## src/rtl/clock_enable_pkg.sv

```systemverilog
// Shared constants, channel configuration type and release-counter sizing helpers
// for the clock-enable generator.
package clock_enable_pkg;

    localparam logic MODE_INT  = 1'b0;
    localparam logic MODE_FRAC = 1'b1;

    // Widest word a channel can be built with; narrower channels zero-extend into it.
    localparam int unsigned CE_WORD_MAX_W = 32;

    typedef struct packed {
        logic                     mode;
        logic [CE_WORD_MAX_W-1:0] word;
    } ce_cfg_t;

    function automatic int unsigned rel_cnt_sat(input int unsigned delay,
                                                input int unsigned num_ch,
                                                input int unsigned gap);
        return delay + (num_ch - 1) * gap;
    endfunction

    function automatic int unsigned rel_cnt_width(input int unsigned sat);
        return (sat < 2) ? 1 : $clog2(sat + 1);
    endfunction

endpackage

```

## src/rtl/ce_channel.sv

```systemverilog
// One enable channel: integer divider or fractional phase accumulator, with a
// shadow configuration that is swapped in on a wrap/carry or while idle.
module ce_channel
    import clock_enable_pkg::*;
#(
    parameter int unsigned              ACC_W        = 16,
    parameter logic [CE_WORD_MAX_W-1:0] DEFAULT_WORD = 27
) (
    input  logic    i_clk,
    input  logic    i_rst,
    input  logic    i_rel_n,
    input  logic    i_run,
    input  logic    i_cfg_we,
    input  ce_cfg_t i_cfg,
    output logic    o_en,
    output logic    o_clk,
    output logic    o_pending
);

    localparam ce_cfg_t RESET_CFG = '{mode: MODE_INT, word: DEFAULT_WORD};

    logic [ACC_W-1:0]       r_acc;
    ce_cfg_t                r_live;
    ce_cfg_t                r_shadow;
    logic                   r_pending;
    logic                   r_en;
    logic                   r_clk;

    logic                   w_active;
    logic                   w_wrap;
    logic                   w_fire;
    logic                   w_apply;
    logic [CE_WORD_MAX_W:0] w_sum;

    always_comb begin
        w_active = i_rel_n & i_run;
        w_sum    = {1'b0, CE_WORD_MAX_W'(r_acc)} + {1'b0, r_live.word};
        if (r_live.mode == MODE_FRAC) begin
            w_wrap = w_sum[ACC_W];
        end else begin
            w_wrap = (CE_WORD_MAX_W'(r_acc) == r_live.word);
        end
        w_fire  = w_active & w_wrap;
        // An idle channel takes the shadow at once; a running one waits for its wrap.
        w_apply = r_pending & (~w_active | w_wrap);
    end

    always_ff @(posedge i_clk) begin
        if (i_rst) begin
            r_acc     <= '0;
            r_live    <= RESET_CFG;
            r_shadow  <= RESET_CFG;
            r_pending <= 1'b0;
            r_en      <= 1'b0;
            r_clk     <= 1'b0;
        end else begin
            r_en <= w_fire;

            if (!i_rel_n) begin
                r_clk <= 1'b0;
            end else if (w_fire) begin
                r_clk <= ~r_clk;
            end

            if (w_apply || !i_rel_n) begin
                r_acc <= '0;
            end else if (w_active) begin
                if (r_live.mode == MODE_FRAC) begin
                    r_acc <= ACC_W'(w_sum);
                end else if (w_wrap) begin
                    r_acc <= '0;
                end else begin
                    r_acc <= r_acc + ACC_W'(1);
                end
            end

            if (w_apply) begin
                r_live <= r_shadow;
            end

            if (i_cfg_we) begin
                r_shadow  <= i_cfg;
                r_pending <= 1'b1;
            end else if (w_apply) begin
                r_pending <= 1'b0;
            end
        end
    end

    assign o_en      = r_en;
    assign o_clk     = r_clk;
    assign o_pending = r_pending;

endmodule

```

## src/rtl/clock_enable_gen.sv

```systemverilog
// Multi-channel clock-enable generator: lock synchroniser, staged reset release
// and config decode around NUM_CH divider/accumulator channels.
module clock_enable_gen
    import clock_enable_pkg::*;
#(
    parameter int unsigned NUM_CH       = 4,
    parameter int unsigned ACC_W        = 16,
    parameter int unsigned DEFAULT_WORD = 27,
    parameter int unsigned RESET_DELAY  = 128,
    parameter int unsigned STAGE_GAP    = 16,
    parameter int unsigned SYNC_STAGES  = 3
) (
    input  logic              clk_cpu_fast,
    input  logic              rst,
    input  logic              pll_locked,
    input  logic [NUM_CH-1:0] ch_run,
    input  logic              cfg_valid,
    output logic              cfg_ready,
    input  logic [2:0]        cfg_ch,
    input  logic              cfg_mode,
    input  logic [ACC_W-1:0]  cfg_word,
    output logic              cfg_err,
    output logic [NUM_CH-1:0] ch_en,
    output logic [NUM_CH-1:0] ch_clk,
    output logic [NUM_CH-1:0] rst_ch_n,
    output logic              locked_sync,
    output logic              all_released
);

    localparam int unsigned REL_SAT = rel_cnt_sat(RESET_DELAY, NUM_CH, STAGE_GAP);
    localparam int unsigned REL_W   = rel_cnt_width(REL_SAT);

    logic [SYNC_STAGES-1:0] r_sync;
    logic [REL_W-1:0]       r_rel_cnt;
    logic [NUM_CH-1:0]      r_rst_ch_n;
    logic                   r_cfg_err;

    logic [NUM_CH-1:0]      w_rel_ok;
    logic [NUM_CH-1:0]      w_cfg_we;
    logic [NUM_CH-1:0]      w_pending;
    logic [7:0]             w_pending_pad;
    logic                   w_locked;
    logic                   w_cfg_oor;
    logic                   w_cfg_acc;
    ce_cfg_t                w_cfg;

    assign w_locked = r_sync[SYNC_STAGES-1];

    always_comb begin
        w_rel_ok      = '0;
        w_cfg_we      = '0;
        w_pending_pad = '0;
        w_pending_pad[NUM_CH-1:0] = w_pending;

        for (int unsigned k = 0; k < NUM_CH; k++) begin
            w_rel_ok[k] = (32'(r_rel_cnt) >= (RESET_DELAY - 1 + k * STAGE_GAP));
        end

        w_cfg_oor = (32'(cfg_ch) >= NUM_CH);
        if (rst) begin
            cfg_ready = 1'b0;
        end else if (w_cfg_oor) begin
            cfg_ready = 1'b1;
        end else begin
            cfg_ready = ~w_pending_pad[cfg_ch];
        end
        w_cfg_acc = cfg_valid & cfg_ready;

        for (int unsigned k = 0; k < NUM_CH; k++) begin
            w_cfg_we[k] = w_cfg_acc & ~w_cfg_oor & (32'(cfg_ch) == k);
        end

        w_cfg = '{mode: cfg_mode, word: CE_WORD_MAX_W'(cfg_word)};
    end

    always_ff @(posedge clk_cpu_fast) begin
        if (rst) begin
            r_sync     <= '0;
            r_rel_cnt  <= '0;
            r_rst_ch_n <= '0;
            r_cfg_err  <= 1'b0;
        end else begin
            r_sync <= {r_sync[SYNC_STAGES-2:0], pll_locked};

            if (!w_locked) begin
                r_rel_cnt <= '0;
            end else if (r_rel_cnt != REL_W'(REL_SAT)) begin
                r_rel_cnt <= r_rel_cnt + REL_W'(1);
            end

            // Gating with the lock drops every channel reset on the cycle after lock loss.
            r_rst_ch_n <= w_locked ? w_rel_ok : '0;
            r_cfg_err  <= w_cfg_acc & w_cfg_oor;
        end
    end

    for (genvar k = 0; k < NUM_CH; k++) begin : g_ch
        ce_channel #(
            .ACC_W        (ACC_W),
            .DEFAULT_WORD (CE_WORD_MAX_W'(DEFAULT_WORD))
        ) u_ch (
            .i_clk     (clk_cpu_fast),
            .i_rst     (rst),
            .i_rel_n   (r_rst_ch_n[k]),
            .i_run     (ch_run[k]),
            .i_cfg_we  (w_cfg_we[k]),
            .i_cfg     (w_cfg),
            .o_en      (ch_en[k]),
            .o_clk     (ch_clk[k]),
            .o_pending (w_pending[k])
        );
    end

    assign rst_ch_n     = r_rst_ch_n;
    assign locked_sync  = w_locked;
    assign all_released = &r_rst_ch_n;
    assign cfg_err      = r_cfg_err;

endmodule

```

## config.mk

```make
export PLATFORM = sky130hd
export DESIGN_NAME = clock_enable_gen
export DESIGN_NICKNAME = d
export VERILOG_FILES = /design/src/rtl/clock_enable_pkg.sv /design/src/rtl/ce_channel.sv /design/src/rtl/clock_enable_gen.sv
export SDC_FILE = /design/constraint.sdc
export NUM_CORES = 1
export LEC_CHECK = 0
export CELL_PAD_IN_SITES_DETAIL_PLACEMENT = 1
export CELL_PAD_IN_SITES_GLOBAL_PLACEMENT = 1
export CORE_UTILIZATION = 45
export CTS_BUF_LIST = sky130_fd_sc_hd__clkbuf_8
export DETAILED_ROUTE_END_ITERATION = 12
export GPL_ROUTABILITY_DRIVEN = 0
export PLACE_DENSITY = 0.74
export SETUP_SLACK_MARGIN = 0.2
export SLEW_MARGIN = 30
export SYNTH_ARGS = -nofsm -noshare
export SYNTH_HDL_FRONTEND = slang
export SYNTH_SLANG_ARGS = --single-unit
```

## constraint.sdc

```tcl
create_clock -name clk_cpu_fast -period 8.64 [get_ports clk_cpu_fast]
set_input_delay 1.728 -clock clk_cpu_fast [delete_from_list [all_inputs] [get_ports clk_cpu_fast]]
set_output_delay 1.728 -clock clk_cpu_fast [all_outputs]
set_load 0.02 [all_outputs]
```

# After elaboration in Yosys (flattened, before gate mapping)
# Index checks and enable logic that the tools add are counted.
# classes
mux	24
reduce_logical	23
eq_ne	8
bitwise	38
n_addsub	9
order_cmp	6
# op_table
operator	n
2-to-1 mux 16 bit	8
adder 16 x 16 -> 17 bit	4
adder 16 x 1 -> 16 bit, second input constant	4
equality test 16 bit	4
>= comparator 8 bit, second input constant	3
AND 1 bit	19
OR reduction 2 bit	9
2-to-1 mux 1 bit	15
NOT 1 bit	15
adder 8 x 1 -> 8 bit, second input constant	1
>= comparator 8 x 7 -> 1 bit, second input constant	1
!= test 8 bit, second input constant	1
nonzero test 2 bit	4
equality test 3 x 2 -> 1 bit, second input constant	2
logical NOT 1 bit	4
logical OR 1 bit	4
less-than comparator 3 x 4 -> 1 bit, second input constant	1
OR 1 bit	4
AND reduction 4 bit	1
binary-select mux 1 bit (select 3 bit)	1
equality test 3 x 1 -> 1 bit, second input constant	1
>= comparator 3 bit, second input constant	1
logical NOT 3 bit	1
# word_totals
register_bits	228
input_bits	28
word_cells	144
output_inout_bits	16

# Depth between registers and ports, before layout
# Gate-level depths: netlist of run 1.
# logic_depth
depth_word	9
depth_mapped	13
mapped_depth_nobuf	10

# Hierarchy
# A second synthesis of run 1 with hierarchy kept.
# unflattened
cells_unflattened	2190
hier_area_um2	19471.2
# modules_own_cells
mod	area_each_um2	cells_each	n_inst	seq_area_each_um2
ce_channel	4685.7	528	4	1701.6
clock_enable_gen	728.2	78	1	320.3

# Worst setup path before layout of run 1
# No wires, ideal clock.
# synth_timing
path_kind	input to output
startpoint	input port cfg_ch[1]
endpoint	output port cfg_ready
setup_slack_ps	4120
required_ps	6912
t_arrival_ps	2792
cell_stages	3
path_cell_list	buf_2 mux4_2 a21oi_1
# synth_via
elab_chain_cells	5
word_cells_on_any_way	6
# synth_rtl
item	line	source
start: declaration	clock_enable_gen.sv:19	input logic [2:0] cfg_ch,
binary-select mux 1 bit (select 3 bit)	clock_enable_gen.sv:65	cfg_ready = ~w_pending_pad[cfg_ch];
2-to-1 mux 1 bit (implied by the code)	clock_enable_gen.sv:65	
NOT 1 bit	clock_enable_gen.sv:65	
2-to-1 mux 1 bit *	clock_enable_gen.sv:62	end else if (w_cfg_oor) begin
2-to-1 mux 1 bit *	clock_enable_gen.sv:60	if (rst) begin
end: declaration	clock_enable_gen.sv:18	output logic cfg_ready,
# Every way passes the cells marked *; elsewhere a longest branch is shown, timed or not. The select of a mux whose other input is x is not followed.

# Final worst setup path of run 1
# Ends and elaborated chain as after synthesis.

==> results of run 1 <==
cells by family (layout without fill, tap and decap cells):
kind of cell | count (synthesis) | in the layout | synth area share [%]
and+or+nand+nor | 635 | 635 | 23.9
AOI/OAI and AO/OA | 412 | 412 | 19.8
adders and majority gates | 74 | 74 | 7.32
buffers and inverters | 123 | 148 | 4.65
DFF | 228 | 228 | 35.0
xor gates and xnor gates | 50 | 50 | 3.35
muxes | 77 | 77 | 6.00
area by class of cell:
class	count	area share [%]
Timing Repair Buffer	51	3.48
Tap cell	378	3.30
Sequential cell	228	31.9
Inverter	25	0.655
Clock buffer	48	4.61
Multi-Input combinational cell	1248	55.1
Clock inverter	24	0.952
metal layers:
metal,track usage (%),share of wire (%)
met5,0,0.024
met4,8.20,2.3
met3,4.23,3.8
met2,43.9,47
met1,33.1,47
synth_stat cells, types with 27 or more instances:
library cell	n	area, µm²
nor4_1	29	181
xnor2_1	28	245
nand2b_1	45	282
nor3_1	56	280
ha_1	70	876
o21ai_0	92	460
a21oi_1	148	741
dfxtp_1	228	4560
clkbuf_1	52	195
nand3_1	27	135
nor2_1	169	634
mux2i_1	76	761
nand2_1	180	676
cells in the final DEF (no fill, tap or decap), drive strengths merged, types with 28 or more instances in the layout:
cell type        n
ha              70
clkdlybuf4s50   42
nor4            29
xnor2           28
a21oi          154
o21ai           97
inv             36
nor3            57
mux2i           76
nor2           179
nand2          180
clkbuf          48
nand2b          45
dfxtp          228
through the flow:
stage	std cells	hold slack, ns	util, %
6_report	2002	0.453	50.9
5_1_grt	2002	0.464	50.9
3_5_place_dp	1930	0.444	48.0
4_1_cts	2002	0.458	50.8
3_3_place_gp	1928	0.428	47.9
2_1_floorplan	1599	0.414	-
final timing paths:
path / startpoint / end / slack (ns) / cells after the start
max reg2reg: g_ch[1].u_ch.r_acc[1] / g_ch[1].u_ch.r_acc[7] / 4.80 / 8
max: cfg_ch[1] / cfg_ready / 2.94 / 4
min: r_sync[0] / r_sync[1] / 0.45 / 1
min reg2reg: r_sync[0] / r_sync[1] / 0.45 / 1
report_power, final:
part | total (W) | switching [W] | internal, W
sequential | 0.00106 | 0.00000322 | 0.00106
clock | 0.000997 | 0.000461 | 0.000536
combinational | 0.0000611 | 0.0000378 | 0.0000233
sequential cells by signal, indices dropped and copies added (netlist names):
signal,flops
g_ch.u_ch.r_live,68
g_ch.u_ch.r_shadow,68
g_ch.u_ch.r_acc,64
cfg_err,1
r_rel_cnt,8
r_sync,3
g_ch.u_ch.o_en,4
rst_ch_n,4
g_ch.u_ch.o_pending,4
g_ch.u_ch.o_clk,4
==> qor.yml, run 1 <==
cts-resized-gates: 0
cts_tree: "built"
io_buffers: 43
hold_viol: 0
core_um2: 28200
grt_antenna_before_repair: 1
layout-drive-gt1-share_pct: 6.40
powerDensity_nw_per_um2: 148
vias_per_cell: 5.84
place_ws_ns: 2.90
clock_skew_ns: 0.0297
grt_overflow: 0
cts_sinks: 228
multi_input_area_um2: 7900
async_flop_share_pct: 0
crit_buf_inv: 2
outcome: "finished clean"
dpl_cell_area_um2: 13500
crit_chain: "clkdlybuf4s50_1 > mux4_2 > a21oi_1 > clkdlybuf4s50_1"
period_needed_ns: 5.70
rows: 61
min_period_over_period_pct: 66.0
fillers: 3422
area_growth_pct: 9.75
drc_errors: 0
crit_slowest_cell: "clkdlybuf4s50_1"
initial_core_util_pct: 46.4
slew_headroom_pct: 37.3
clkLatencyLatePin_ns: 0.56
syn_nets: 1701
worstSetupPathType: "input port to output pin"
drt-pass1-iter-count: 5
grt_pass1_vias: 11900
final_cell_area_um2: 14300
yosysUniqueCellTypes: 76
synth_edf_count: 0
cts_buffer_depth: 3
dp_hpwl_um: 26300
synth.avg_cell_area_um2: 8.16
maxCapViolCount: 0
htree_num_levels: 2
layout_setup_ws_ns: 2.94
ys.flop_type: "dfxtp_1"
start_kind: "input port"
clk_pin_slew_ns: 0.05
synth_area_um2: 13100
grt_max_degree: 77
worstHoldPathType: "flop to flop"
required_ns: 6.91
tightest_slew_ns: 0.937
drv_slew: 0
antenna_left: 0
synth-seq-cells: 228
power_w: 0.00212
grt_pass1_wl_um: 61000
boundaryPins: 44
route.vias.total: 11700
rsz0062_at_grt: "false"
crit_path_frequent_cell: "clkdlybuf4s50_1"
cts_hold_buf: 0
fp.dieH_um: 172
yosysSeqAreaShare_pct: 35.0
numCtsBuffers: 41
cts-root-buf: "clkbuf_8"
fmax_mhz: 175
nets: 1697
slowest_delay_ns: 0.70
tns_ns: 0
die_x_um: 172
power.leakage_nw: 5.24
drtIter0Drc: 436
ys_warn_count: 0
final-seq-area_um2: 4560
finalSetupViolCount: 0
cp_top_family: "buffers and inverters"
die_area_um2: 29700
wl_per_cell_um: 18.7
postCtsSetupRepairBufs: 0
worstPathMaxFanout: 8
cp-end-kind: "output pin"
track_usage_pct: 25.8
wl_um: 37400
ir_worst_vdd_mv: 0.115
arrival_ns: 3.97
antenna_cells: 0
syn_inst: 1599
Note: power is estimated with default switching activity, not from simulation.
==> run 2, diff against run 1 <==
clock period = 5.88 ns   (was 8.64 ns; I/O delays follow)
==> run 2 against run 1 <==
  * Critical path depth unchanged
  * Clock skew down 0.015 ns
  * Count of clock-buffer cells in the layout grew 10
  * Power is 51% higher
  * Cell count up 0.20%
  * Register-to-register slack worse by 3.0 ns
  * Critical endpoint unchanged
  * Largest power group unchanged
==> qor.yml, run 2 (synthesis gave the netlist of run 1 again) <==
outcome: "finished clean"
htree_num_levels: 2
worstPathMaxFanout: 8
finalSetupViolCount: 0
clk_pin_slew_ns: 0.06
wl_per_cell_um: 18.6
rrSetupSlack_ns: 1.84
antenna_left: 0
arrival_ns: 3.37
power.leakage_nw: 5.28
cts-root-buf: "clkbuf_8"
tns_ns: 0
finalNonFillerCells: 2006
initial_core_util_pct: 46.4
crit_slowest_cell: "clkdlybuf4s50_1"
worstSetupPathType: "input port to output pin"
die_area_um2: 29700
top_usage_layer: "met2"
drtIter0Drc: 492
drt-pass1-iter-count: 5
layout-drive-gt1-share_pct: 6.45
slowest_delay_ns: 0.69
crit_buf_inv: 2
cp-end-kind: "output pin"
worstHoldPathType: "flop to flop"
largestRegisters: "g_ch.u_ch.r_live x68, g_ch.u_ch.r_shadow x68, g_ch.u_ch.r_acc x64"
hold_viol: 0
wl_um: 37300
slew_headroom_pct: 35.9
met3_usage_pct: 4.21
cts_buffer_depth: 3
ir_worst_vdd_mv: 0.151
core_um2: 28200
cts-resized-gates: 0
period_needed_ns: 4.55
fmax_mhz: 220
required_ns: 4.70
cts_tree: "built"
cts_sinks: 228
clock_skew_ns: 0.0148
cp_top_family: "buffers and inverters"
place_inst: 1932
track_usage_pct: 25.6
grt_overflow: 0
powerDensity_nw_per_um2: 222
min_period_over_period_pct: 77.3
gr-usage-met1_pct: 32.6
io_buffers: 43
tightest_slew_ns: 0.953
dp_hpwl_um: 26200
grtUsageMet2_pct: 44.0
grt_antenna_before_repair: 1
postCtsSetupRepairBufs: 0
clkLatencyLatePin_ns: 0.55
cts_hold_buf: 0
area_growth_pct: 10.3
route.vias.total: 11700
final_cell_mix: "228 x dfxtp_1, 180 x nand2_1, 168 x nor2_1"
boundaryPins: 44
drv_slew: 0
die_x_um: 172
grt_pass1_wl_um: 60300
grt_pass1_vias: 11700
rsz0062_at_grt: "false"
maxCapViolCount: 0
grt_max_degree: 75
final_common_cell: "dfxtp_1"
rows: 61
fp.dieH_um: 172
nets: 1700
start_kind: "input port"
vias_per_cell: 5.84
crit_chain: "clkdlybuf4s50_1 > mux4_2 > a21oi_1 > clkdlybuf4s50_1"
antenna_cells: 0
drc_errors: 0
numCtsBuffers: 42
crit_path_frequent_cell: "clkdlybuf4s50_1"
## run 2: changes by cell type in the layout (fill, tap and decap cells not counted), moves of 2 or more
| cell | previous run | this run |
|---|---|---|
| clkinv_2 | 10 | 4 |
| clkinvlp_4 | 2 | 0 |
| buf_4 | 7 | 10 |
| clkbuf_8 | 48 | 58 |
## run 2: layout make-up
cell class / instances / area (µm²)
fill: 3400 / 13800
multi-input combinational: 1248 / 7890
sequential: 228 / 4560
clock buffer: 58 / 798
timing repair buffer: 53 / 507
tap: 378 / 473
inverter: 25 / 93.8
clock inverter: 16 / 65.1
## run 2: worst reg2reg max path, cell delays in order (launching register included)
cell,delay [ns]
dfxtp_1,0.46
ha_1,0.33
nor4_1,0.48
a41o_1,0.25
buf_4,0.27
o21ai_0,0.25
o21ai_0,0.33
o311a_4,0.47
or2_1,0.78
buf_4,0.29
nor2_4,0.04
## run 2: through the flow
| step | hold WS [ns] | area (µm²) | util, % | total power, W | setup WS (ns) |
|---|---|---|---|---|---|
| 4_1_cts | 0.445 | 14400 | 51.1 | 0.00325 | 1.28 |
| 5_1_grt | 0.453 | 14400 | 51.1 | 0.00331 | 1.26 |
| 2_1_floorplan | 0.414 | 13100 | - | 0.00164 | 2.46 |
| 3_3_place_gp | 0.420 | 13500 | 48.0 | 0.00168 | 1.32 |
| 6_report | 0.440 | 14400 | 51.1 | 0.00320 | 1.33 |
| 3_5_place_dp | 0.432 | 13500 | 48.0 | 0.00168 | 1.28 |
## run 2: worst paths after layout
check,from,to,cells after the start
max reg2reg,g_ch[2].u_ch.r_acc[10],g_ch[2].u_ch.r_acc[6],10
min,r_sync[1],r_sync[2],1
min reg2reg,r_sync[1],r_sync[2],1
max,cfg_ch[1],cfg_ready,4
## run 2: power breakdown
part / internal [W] / switching [W] / leakage [nW]
logic: 0.0000342 / 0.0000557 / 2.95
registers: 0.00155 / 0.00000490 / 1.84
clock network: 0.000870 / 0.000677 / 0.497
total: 0.00246 / 0.000737 / 5.28
## run 2: layer usage
| layer | share of wire, % | vias to the layer above |
|---|---|---|
| li1 | - | 5733 |
| met1 | 46 | 5760 |
| met2 | 48 | 168 |
| met3 | 3.8 | 56 |
| met4 | 2.1 | 2 |
| met5 | 0.024 | - |
==> run 3, diff against run 2 <==
CORE_UTILIZATION = 44   (was 45)
PLACE_DENSITY = 0.76   (was 0.74)
clock period = 3.72 ns   (was 5.88 ns; I/O delays follow)
==> run 3 against run 2 <==
  * Sequential share of layout area fell by 0.45 points
  * Worst setup slack got worse by 1.1 ns
  * Core utilization fell by 0.64 points
  * Cell count rose by 1.2%
  * First-iteration DRC count rose by 20%
  * Clock power rose by 68%
  * Sequential power rose by 58%
  * Power rose by 63%
  * Die area rose by 2.2%
  * Largest cell class unchanged
  * Register-to-register slack got worse by 1.5 ns
==> qor.yml, run 3 (synthesis gave the netlist of run 1 again) <==
drt-pass1-iter-count: 4
final_cell_area_um2: 14600
tns_ns: 0
final_common_cell: "dfxtp_1"
place_inst: 1955
finalSetupViolCount: 0
clock_skew_ns: 0.0208
numCtsBuffers: 41
die_x_um: 174
grt_antenna_before_repair: 2
finalNonFillerCells: 2030
track_usage_pct: 25.2
start_kind: "input port"
clkLatencyLatePin_ns: 0.55
cts_buffer_depth: 3
drtIter0Drc: 590
htree_num_levels: 2
outcome: "finished clean"
drc_errors: 0
area_growth_pct: 11.9
final_cell_mix: "228 x dfxtp_1, 180 x nand2_1, 169 x nor2_1"
power.leakage_nw: 5.38
worstHoldPathType: "flop to flop"
worstPathMaxFanout: 2
maxCapViolCount: 0
grt_pass1_vias: 12100
grt_max_degree: 182
tightest_slew_ns: 0.809
fmax_mhz: 288
vias_per_cell: 5.80
dp_hpwl_um: 26900
antenna_cells: 0
dpl_cell_area_um2: 13700
place_ws_ns: 0.105
grt_overflow: 0
wl_um: 38200
period_needed_ns: 3.47
boundaryPins: 44
rsz0062_at_grt: "false"
route.vias.total: 11800
hold_viol: 0
clk_pin_slew_ns: 0.06
layout-drive-gt1-share_pct: 7.72
cp-end-kind: "output pin"
layout_setup_ws_ns: 0.249
largestRegisters: "g_ch.u_ch.r_live x68, g_ch.u_ch.r_shadow x68, g_ch.u_ch.r_acc x64"
initial_core_util_pct: 45.1
cts_sinks: 228
die_area_um2: 30400
powerDensity_nw_per_um2: 357
wl_per_cell_um: 18.8
nets: 1716
slew_headroom_pct: 46.1
antenna_left: 0
ir_worst_vdd_mv: 0.330
cts-root-buf: "clkbuf_8"
arrival_ns: 2.73
grt_pass1_wl_um: 62300
drv_slew: 0
worstSetupPathType: "input port to output pin"
rows: 62
core_um2: 28900
min_period_over_period_pct: 93.3
fp.dieH_um: 174
required_ns: 2.98
io_buffers: 43
fin_util_pct: 50.5
cts_tree: "built"
==> run 3: cell count changes in the layout (fill, tap and decap cells not counted), sizes merged <==
cell,before,now
clkinvlp,0,2
inv,37,34
buf,11,28
clkinv,4,8
clkbuf,58,53
bufinv,0,3
==> run 3: worst max-delay path, stage by stage <==
cell and delay, ns:
clkdlybuf4s50_1 0.51, mux4_2 0.55, a21oi_2 0.26, clkdlybuf4s50_1 0.65
==> run 3: timing repair <==
item | CTS | global route
endpoints found under the setup margin | 1 | 0
gates resized for setup | 1 | 0
hold endpoints to repair | 0 | 0
setup buffers | 0 | 0
hold buffers | 0 | 0
==> run 3: power by group <==
| part | internal (W) | switching [W] |
|---|---|---|
| registers | 0.00246 | 0.00000793 |
| logic | 0.0000577 | 0.0000911 |
| clock network | 0.00149 | 0.00111 |
==> run 3: layout make-up <==
| class | instances | area [µm²] |
|---|---|---|
| clock inverters | 22 | 179 |
| repair buffers | 70 | 656 |
| inverters | 25 | 93.8 |
| clock buffers | 53 | 729 |
| well taps | 384 | 480 |
| flip-flops and latches | 228 | 4560 |
| fillers | 3490 | 14300 |
| multi-input cells | 1248 | 7900 |
==> run 3: metal layers <==
metal  up-vias  routed length, µm  track usage [%]
met3        72               1520             4.37
met5         -                 11                0
li1       5764                  -                -
met1      5774              17500             31.7
met4         2               1010             9.14
met2       161              18200             42.9
==> run 3: worst paths after layout <==
kind	slack [ns]	from	to	cells past startpoint
setup / recovery	0.25	cfg_ch[1]	cfg_ready	4
hold / removal	0.45	r_sync[0]	r_sync[1]	1
setup reg to reg	0.39	g_ch[2].u_ch.r_acc[0]	g_ch[2].u_ch.r_acc[1]	11
hold reg to reg	0.45	r_sync[0]	r_sync[1]	1
==> run 3: metrics by stage <==
step	hold slack, ns	total power, W
after floorplan	0.414	0.00258
after global placement	0.431	0.00266
after detailed placement	0.449	0.00267
after CTS	0.458	0.00528
after global routing	0.472	0.00540
final	0.453	0.00521
